[src/rtl/integration_scheduler.sv]
// Integration scheduler: sample/integration strobes plus a byte-serial dump of the correlation snapshot.
// Define INTEG_HEADER_EN to prefix each dump with 0xA5 and an 8-bit frame counter.
module integration_scheduler #(
   parameter int SAMPLE_DIV   = 50,
   parameter int NUM_CHANNELS = 78,
   parameter int RESOLUTION   = 14
) (
   input  logic                  clk,
   input  logic                  rst_n,
   input  logic                  start,
   input  logic                  stop,
   input  logic [23:0]           int_len,
   output logic                  sample_clk_pulse,
   output logic                  integration_clk_pulse,
   output logic [7:0]            rd_addr,
   input  logic [RESOLUTION-1:0] rd_data,
   output logic [7:0]            tx_data,
   output logic                  tx_valid,
   input  logic                  tx_ready,
   output logic                  busy,
   output logic                  overrun
);

   // tx handshake: a byte is held on tx_data with tx_valid high and moves on only
   // in a cycle where tx_valid && tx_ready; tx_data never changes while unaccepted.

   localparam int DIV_W = $clog2(SAMPLE_DIV);
   localparam logic [DIV_W-1:0] DIV_LAST  = DIV_W'(SAMPLE_DIV - 1);
   localparam logic [7:0]       LAST_ADDR = 8'(NUM_CHANNELS - 1);

   typedef enum logic [1:0] {IDLE, RUN, DRAIN} int_state_t;
   typedef enum logic [2:0] {D_IDLE, D_HDR, D_FETCH, D_HI, D_LO} dump_state_t;

   int_state_t  state;
   dump_state_t d_state;

   logic [DIV_W-1:0] div_cnt;
   logic [23:0]      int_len_q;
   logic [23:0]      samp_cnt;
   logic             fetch_wait;
   logic [7:0]       lo_hold;
`ifdef INTEG_HEADER_EN
   logic [7:0]       frame_cnt;
   logic             hdr_second;
`endif

   always_ff @(posedge clk) begin
      if (!rst_n) begin
         state                 <= IDLE;
         div_cnt               <= '0;
         samp_cnt              <= '0;
         int_len_q             <= 24'd1;
         sample_clk_pulse      <= 1'b0;
         integration_clk_pulse <= 1'b0;
         busy                  <= 1'b0;
      end else begin
         sample_clk_pulse      <= 1'b0;
         integration_clk_pulse <= 1'b0;
         case (state)
            IDLE: begin
               if (start) begin
                  state     <= RUN;
                  busy      <= 1'b1;
                  int_len_q <= (int_len == 24'd0) ? 24'd1 : int_len;
                  div_cnt   <= '0;
                  samp_cnt  <= '0;
               end
            end
            RUN: begin
               if (stop) begin
                  state <= DRAIN;
               end else if (div_cnt == DIV_LAST) begin
                  div_cnt          <= '0;
                  sample_clk_pulse <= 1'b1;
                  if (samp_cnt == int_len_q - 24'd1) begin
                     samp_cnt              <= '0;
                     integration_clk_pulse <= 1'b1;
                  end else begin
                     samp_cnt <= samp_cnt + 24'd1;
                  end
               end else begin
                  div_cnt <= div_cnt + 1'b1;
               end
            end
            DRAIN: begin
               // a pulse raised just before stop still starts its dump; wait for it too
               if (d_state == D_IDLE && !integration_clk_pulse) begin
                  state <= IDLE;
                  busy  <= 1'b0;
               end
            end
            default: state <= IDLE;
         endcase
      end
   end

   always_ff @(posedge clk) begin
      if (!rst_n) begin
         d_state    <= D_IDLE;
         rd_addr    <= '0;
         tx_data    <= '0;
         tx_valid   <= 1'b0;
         overrun    <= 1'b0;
         fetch_wait <= 1'b0;
         lo_hold    <= '0;
`ifdef INTEG_HEADER_EN
         frame_cnt  <= '0;
         hdr_second <= 1'b0;
`endif
      end else begin
         if (state == IDLE && start)
            overrun <= 1'b0;
         else if (integration_clk_pulse && d_state != D_IDLE)
            overrun <= 1'b1;

         case (d_state)
            D_IDLE: begin
               if (integration_clk_pulse) begin
`ifdef INTEG_HEADER_EN
                  d_state    <= D_HDR;
                  tx_data    <= 8'hA5;
                  tx_valid   <= 1'b1;
                  hdr_second <= 1'b0;
`else
                  d_state    <= D_FETCH;
                  rd_addr    <= '0;
                  fetch_wait <= 1'b0;
`endif
               end
            end
`ifdef INTEG_HEADER_EN
            D_HDR: begin
               if (tx_valid && tx_ready) begin
                  if (!hdr_second) begin
                     hdr_second <= 1'b1;
                     tx_data    <= frame_cnt;
                  end else begin
                     tx_valid   <= 1'b0;
                     rd_addr    <= '0;
                     fetch_wait <= 1'b0;
                     d_state    <= D_FETCH;
                  end
               end
            end
`endif
            D_FETCH: begin
               // rd_data lags rd_addr by one cycle
               if (!fetch_wait) begin
                  fetch_wait <= 1'b1;
               end else begin
                  lo_hold  <= rd_data[7:0];
                  tx_data  <= 8'(rd_data >> 8);
                  tx_valid <= 1'b1;
                  d_state  <= D_HI;
               end
            end
            D_HI: begin
               if (tx_valid && tx_ready) begin
                  tx_data <= lo_hold;
                  d_state <= D_LO;
               end
            end
            D_LO: begin
               if (tx_valid && tx_ready) begin
                  tx_valid <= 1'b0;
                  if (rd_addr == LAST_ADDR) begin
                     d_state <= D_IDLE;
`ifdef INTEG_HEADER_EN
                     frame_cnt <= frame_cnt + 8'd1;
`endif
                  end else begin
                     rd_addr    <= rd_addr + 8'd1;
                     fetch_wait <= 1'b0;
                     d_state    <= D_FETCH;
                  end
               end
            end
            default: d_state <= D_IDLE;
         endcase
      end
   end

endmodule

[config.mk]
export PLATFORM = sky130hd
export DESIGN_NAME = integration_scheduler
export DESIGN_NICKNAME = d
export VERILOG_FILES = /design/src/rtl/integration_scheduler.sv
export SDC_FILE = /design/constraint.sdc
export NUM_CORES = 1
export LEC_CHECK = 0
export ABC_AREA = 1
export BUFFER_PORTS_ARGS = -buffer_cell sky130_fd_sc_hd__buf_4
export CAP_MARGIN = 20
export CELL_PAD_IN_SITES_DETAIL_PLACEMENT = 1
export CELL_PAD_IN_SITES_GLOBAL_PLACEMENT = 1
export CORE_MARGIN = 2
export CORE_UTILIZATION = 37
export CTS_BUF_LIST = sky130_fd_sc_hd__clkbuf_16
export DETAILED_ROUTE_END_ITERATION = 8
export GPL_ROUTABILITY_DRIVEN = 0
export GPL_TIMING_DRIVEN = 0
export MAX_ROUTING_LAYER = met4
export PLACE_DENSITY = 0.87
export SETUP_SLACK_MARGIN = 0.2
export SYNTH_ARGS = -nofsm -noshare
export SYNTH_HDL_FRONTEND = slang
export SYNTH_SLANG_ARGS = --single-unit
[constraint.sdc]
create_clock -name clk -period 1.9 [get_ports clk]
set_input_delay 0.38 -clock clk [delete_from_list [all_inputs] [get_ports clk]]
set_output_delay 0.38 -clock clk [all_outputs]
set_load 0.02 [all_outputs]
==> flow_summary.toml, run 1 <==
[drt]
drt_wl_total_um = 22900
drtAntennaViolNets = 0
drcViolationCount = 0
routedWlPerCell_um = 21.5
dr_total_vias = 6224
drtIter0Drc = 540
vias_per_cell = 5.83
drt_first_pass_iters = 5

[cells_and_area]
regArea_um2 = 1810
multi_input_area_um2 = 3380
n_antenna_cell = 0
n_fill_cell = 1704
fin_util_pct = 53.9
final_area_um2 = 7140
area_delta_synth_final_pct = 42.1
drive_above_1_share_pct = 33.7
nets = 936

[yosys]
ys.flop_type = "dfxtp_1"
ys_seq_area_share_pct = 35.5
yosys_register_bits = 89
yosysMostFrequentCell = "nand2_1"
synth_top_cells_by_count = "nand2_1 (176), nor2_1 (96), inv_1 (91)"
syn_avg_cell_area_um2 = 6.66
synth_edf_count = 0
synthCells = 754
synth.yosys.warnings = 0
syn_area_um2 = 5020
syn_nets = 803
yosysUniqueCellTypes = 49
yosysTopAreaCellShare_pct = 35.5
synth_area_leaders = "dfxtp_1 (35%), nand2_1 (13%), nor2_1 (7.2%)"
ys_async_sr_fraction_pct = 0
synth_area_leader_cell = "dfxtp_1"

[hold_path]
min_path_type = "in -> reg"

[power_and_ir_drop]
p_leak_uw = 0.00312
total_power_uw = 5100
ir_worst_vdd_mv = 0.674
power_density_nw_per_um2 = 715

[sta]
setup_viol_count_final = 25
skew_ps = 12.2
drv_slew = 0
rsz0062_at_grt = "yes"
hold_violations = 0
fin_crit_ps = 2310
worst_slew_pin_slew_ps = 787
fmax_mhz = 432
finalCritPeriodShare_pct = 122
slew_headroom_pct = 47.5
fin_ws_ps = -414

[clocking]
clkTransAtPathRegs_ps = 80
cts_tree = "built"
cts_buffers = 9
clkSinkCount = 89
root_buffer = "clkbuf_16"
insertion_delay_ps = 370
cts_htree_levels = 3
holdBufCountCts = 0
cts_buffer_depth = 2

[global_route]
grt_pass1_vias = 6195
grt_max_degree = 18
gr-usage-all-layers_pct = 28.6
grt_pass1_wl_um = 31300
overflow = 0
antenna_found_initial = 0

[floorplanning]
fp.coreArea_um2 = 13200
die_w_um = 121
core.rowCount = 42
die-area_um2 = 14500
die_y_um = 121
initial_core_util_pct = 37.9
ios = 64

[job]
maxCapViolations = 0

[worst_setup_path]
cp_data_required_time_ps = 2150
crit_path_end_kind = "flip-flop"
path_class = "reg -> reg"
worstPathArrival_ps = 2560
startpoint_type = "flip-flop"
worstPathMaxFanout = 5

[run_status]
status = "finished with violations"
violations = "negative setup slack"

[placement]
dpl-instance-area_um2 = 5750
dp_hpwl_um = 12100
port_buffers = 62
registers in the layout, summed over array words and instances, names as in the netlist:
signal / cells
lo_hold: 8
div_cnt: 6
rd_addr: 8
busy: 1
int_len_q: 24
integration_clk_pulse: 1
overrun: 1
d_state: 3
tx_data: 8
state: 2
sample_clk_pulse: 1
tx_valid: 1
samp_cnt: 24
fetch_wait: 1
layout by cell type, fill, tap and decap left out, types with 19 or more instances in the layout:
cell	instances
nand4_1	24
xor2_1	19
nor2_4	22
nand3_2	19
o21ai_0	37
buf_4	108
inv_1	82
nand2_1	155
dfxtp_1	70
nor2_1	68
nand3_1	33
per-stage QoR:
| step | instances | hold WS (ps) | worst slack [ps] | setup TNS (ps) |
|---|---|---|---|---|
| global route | 1068 | 242 | -418 | -9210 |
| floorplan | 754 | 445 | 180 | 0 |
| finish | 1068 | 226 | -414 | -9130 |
| global placement | 992 | 462 | -494 | -13260 |
| CTS | 1049 | 228 | -92.8 | -1210 |
| detailed placement | 992 | 468 | -503 | -15950 |
cell type report:
cell class                      instances  area share (%)
Clock buffer                            9            3.16
Buffer                                 16            1.23
Sequential cell                        89            25.4
Timing Repair Buffer                  120            13.5
Multi-Input combinational cell        553            47.4
Tap cell                              176            3.09
Inverter                               98            5.43
Clock inverter                          7           0.842
worst max-delay path: stages, from the launching register on:
cell     delay [ps]
dfxtp_1         380
nor2_1          240
nand2_1         170
nor2_2          210
nand3_2         120
nand2_2         110
nand2_1         100
nor2_1          150
nand2_1         100
nor2_2          140
nand3_4         140
buf_12          170
nand2_8          90
o22ai_2          70
cell families after synthesis:
kind of cell             after synthesis  share of synthesized area, %
AO/OA/AOI/OAI                        112                          12.7
XOR/XNOR                              35                          6.40
adder cells (fa/ha/maj)                6                          1.49
buffers and inverters                114                          8.84
flip-flops                            89                          35.5
AND/OR/NAND/NOR                      398                          35.1
power by group:
group	switching [uW]	internal (uW)
Clock	899	911
Sequential	97.2	1940
Combinational	787	470
Total	1780	3320
per-layer routing:
| metal | global-route usage [%] | wire length [um] | vias up | part of all wire, % |
|---|---|---|---|---|
| met4 | 15.9 | 1490 | 0 | 6.5 |
| li1 | - | - | 2736 | - |
| met5 | - | 0 | - | 0 |
| met2 | 46.9 | 11200 | 350 | 49 |
| met1 | 32.3 | 8690 | 3021 | 38 |
| met3 | 6.60 | 1560 | 117 | 6.8 |
final timing paths:
check,start,to,slack [ps],cells after the start
worst max-delay path,int_len_q[14],samp_cnt[2],-410,13
worst max register to register,int_len_q[14],samp_cnt[2],-410,13
worst min-delay path,rd_data[1],lo_hold[1],230,3
worst min register to register,lo_hold[1],tx_data[1],480,2
timing repair:
item | CTS | global route
endpoints found under the setup margin | 82 | 69
pin swaps | 30 | 29
cloned | 3 | 0
gates resized for setup | 97 | 94
buffers inserted | 38 | 19
Power figures use the tool's default switching activity.
==> run 2: changes to the inputs <==
CORE_UTILIZATION = 41   (was 37)
PLACE_DENSITY = 0.91   (was 0.87)
clock period = 2.5 ns   (was 1.9 ns; I/O delays follow)
==> flow_summary.toml, run 2 (synthesis gave the netlist of run 1 again) <==
[worst_setup_path]
rrSetupSlack_ps = 260
path_class = "reg -> reg"
worstPathArrival_ps = 2450
worstPathMaxFanout = 10
r2r_start = "int_len_q[6]"
startpoint_type = "flip-flop"
worstRegToRegCells = 14
r2r_end = "samp_cnt[15]"
cp_data_required_time_ps = 2710
worstSetupEndpoint = "samp_cnt[15]"
cp-startpoint = "int_len_q[6]"
crit_path_end_kind = "flip-flop"

[clocking]
holdBufCountCts = 0
cts_buffers = 9
clkSinkCount = 89
cts_htree_levels = 3
cts_buffer_depth = 2
insertion_delay_ps = 360
clkTransAtPathRegs_ps = 80
root_buffer = "clkbuf_16"
cts_tree = "built"

[placement]
dp_hpwl_um = 12800
port_buffers = 62

[sta]
fin_setup_tns_ps = 0
slew_headroom_pct = 43.2
fmax_mhz = 446
hold_violations = 0
drv_slew = 0
rsz0062_at_grt = "yes"
finalCritPeriodShare_pct = 89.6
setup_viol_count_final = 0
fin_crit_ps = 2240
skew_ps = 12.7
worst_slew_pin_slew_ps = 852

[global_route]
busiest_layer = "met2"
use_met3_pct = 4.87
gr-usage-met2_pct = 47.0
grt_pass1_vias = 5720
grt_use_met1_pct = 32.0
grt_max_degree = 17
gr-usage-all-layers_pct = 27.8
overflow = 0
grt_pass1_wl_um = 27700
antenna_found_initial = 0

[drt]
drt_first_pass_iters = 5
drtIter0Drc = 307
drtAntennaViolNets = 0
drcViolationCount = 0
routedWlPerCell_um = 18.3
dr_total_vias = 5535
vias_per_cell = 5.60
drt_wl_total_um = 18000

[cells_and_area]
n_antenna_cell = 0
layout_common_cells = "nand2_1 (175), inv_1 (90), nor2_1 (90)"
fin_util_pct = 50.8
n_fill_cell = 1602
final_common_cell = "nand2_1"
area_delta_synth_final_pct = 21.1
nets = 885
largestRegisters = "int_len_q: 24 flops, samp_cnt: 24 flops"
drive_above_1_share_pct = 14.9

[floorplanning]
core.rowCount = 40
initial_core_util_pct = 42.0
die_y_um = 115
ios = 64
die_w_um = 115
die-area_um2 = 13200
fp.coreArea_um2 = 12000

[power_and_ir_drop]
p_comb_share_pct = 19.4
p_leak_uw = 0.00269
p_clk_share_pct = 37.6
sw_frac_of_total_pct = 32.8
intPower_uw = 2390
p_seq_share_pct = 43.1
ir_worst_vdd_mv = 0.290
p_sw_uw = 1160
power_density_nw_per_um2 = 584

[hold_path]
min_path_cells = 3
min_path_type = "in -> reg"

[run_status]
status = "completed"

[job]
maxCapViolations = 0
==> run 2: changes by cell type in the layout (fill, tap and decap cells not counted), sizes merged <==
cell / before / now
clkbuf: 22 / 20
clkinvlp: 3 / 1
clkinv: 5 / 6
inv: 97 / 98
nand2: 179 / 178
nor2: 107 / 106
buf: 123 / 76
==> run 2: stage by stage <==
stage                     instance area (um2)  total power [uW]  worst slack [ps]  instances  hold WS [ps]
final                                    6080              3550               260        988           350
after CTS                                5960              3500               206        979           359
after floorplan                          5020              1950               592        754           445
after global placement                   5670              2140              3.74        963           464
after global routing                     6080              3680              94.7        988           370
after detailed placement                 5670              2170              32.6        963           473
==> run 2: repair_timing <==
| item | 4_1_cts | 5_1_grt |
|---|---|---|
| setup buffers | 0 | 9 |
| gates cloned | 0 | 0 |
| resized for setup | 4 | 13 |
| pin swaps | 1 | 3 |
| setup endpoints to repair | 33 | 33 |
==> run 2: worst max-delay path: stages (launching register included) <==
cell and delay, ps:
dfxtp_1 390, nor2_2 180, nand2_1 130, nor2_4 210
buf_4 140, nand2_1 40, nand2_1 100, nand2_1 80
nor2_1 100, nand3_1 110, nor2_1 150, nand3_2 140
buf_6 180, nand3_1 70, a21oi_1 60
==> run 2: layout make-up <==
class | count | area (um2) | share of cell area, %
buffer | 16 | 73.8 | 1.21
clock buffer | 9 | 225 | 3.70
clock inverter | 7 | 52.6 | 0.864
inverter | 98 | 370 | 6.09
multi-input combinational | 551 | 2860 | 47.1
sequential | 89 | 1780 | 29.3
tap | 147 | 184 | 3.02
timing repair buffer | 71 | 531 | 8.72
==> run 2: metal layers <==
metal / up-vias / share of wire [%]
li1: 2623 / -
met3: 50 / 5.7
met4: 0 / 3.7
met5: - / 0
met1: 2701 / 42
met2: 161 / 49
==> run 2: how the worst min path moves through the flow <==
| stage | start | end |
|---|---|---|
| after CTS | rd_data[7] | lo_hold[7] |
| final | rd_data[7] | lo_hold[7] |
| after global placement | div_cnt[5] | div_cnt[5] |
| after floorplan | div_cnt[5] | div_cnt[5] |
| after detailed placement | lo_hold[0] | tx_data[0] |
| after global routing | rd_data[0] | lo_hold[0] |
==> run 2: power groups by stage <==
| stage | Clock, uW | Sequential (uW) | Combinational (uW) |
|---|---|---|---|
| after floorplan | 0 | 1550 | 398 |
| after global placement | 0 | 1550 | 585 |
| after detailed placement | 0 | 1560 | 616 |
| after CTS | 1330 | 1530 | 637 |
| after global routing | 1390 | 1540 | 748 |
| final | 1330 | 1530 | 687 |
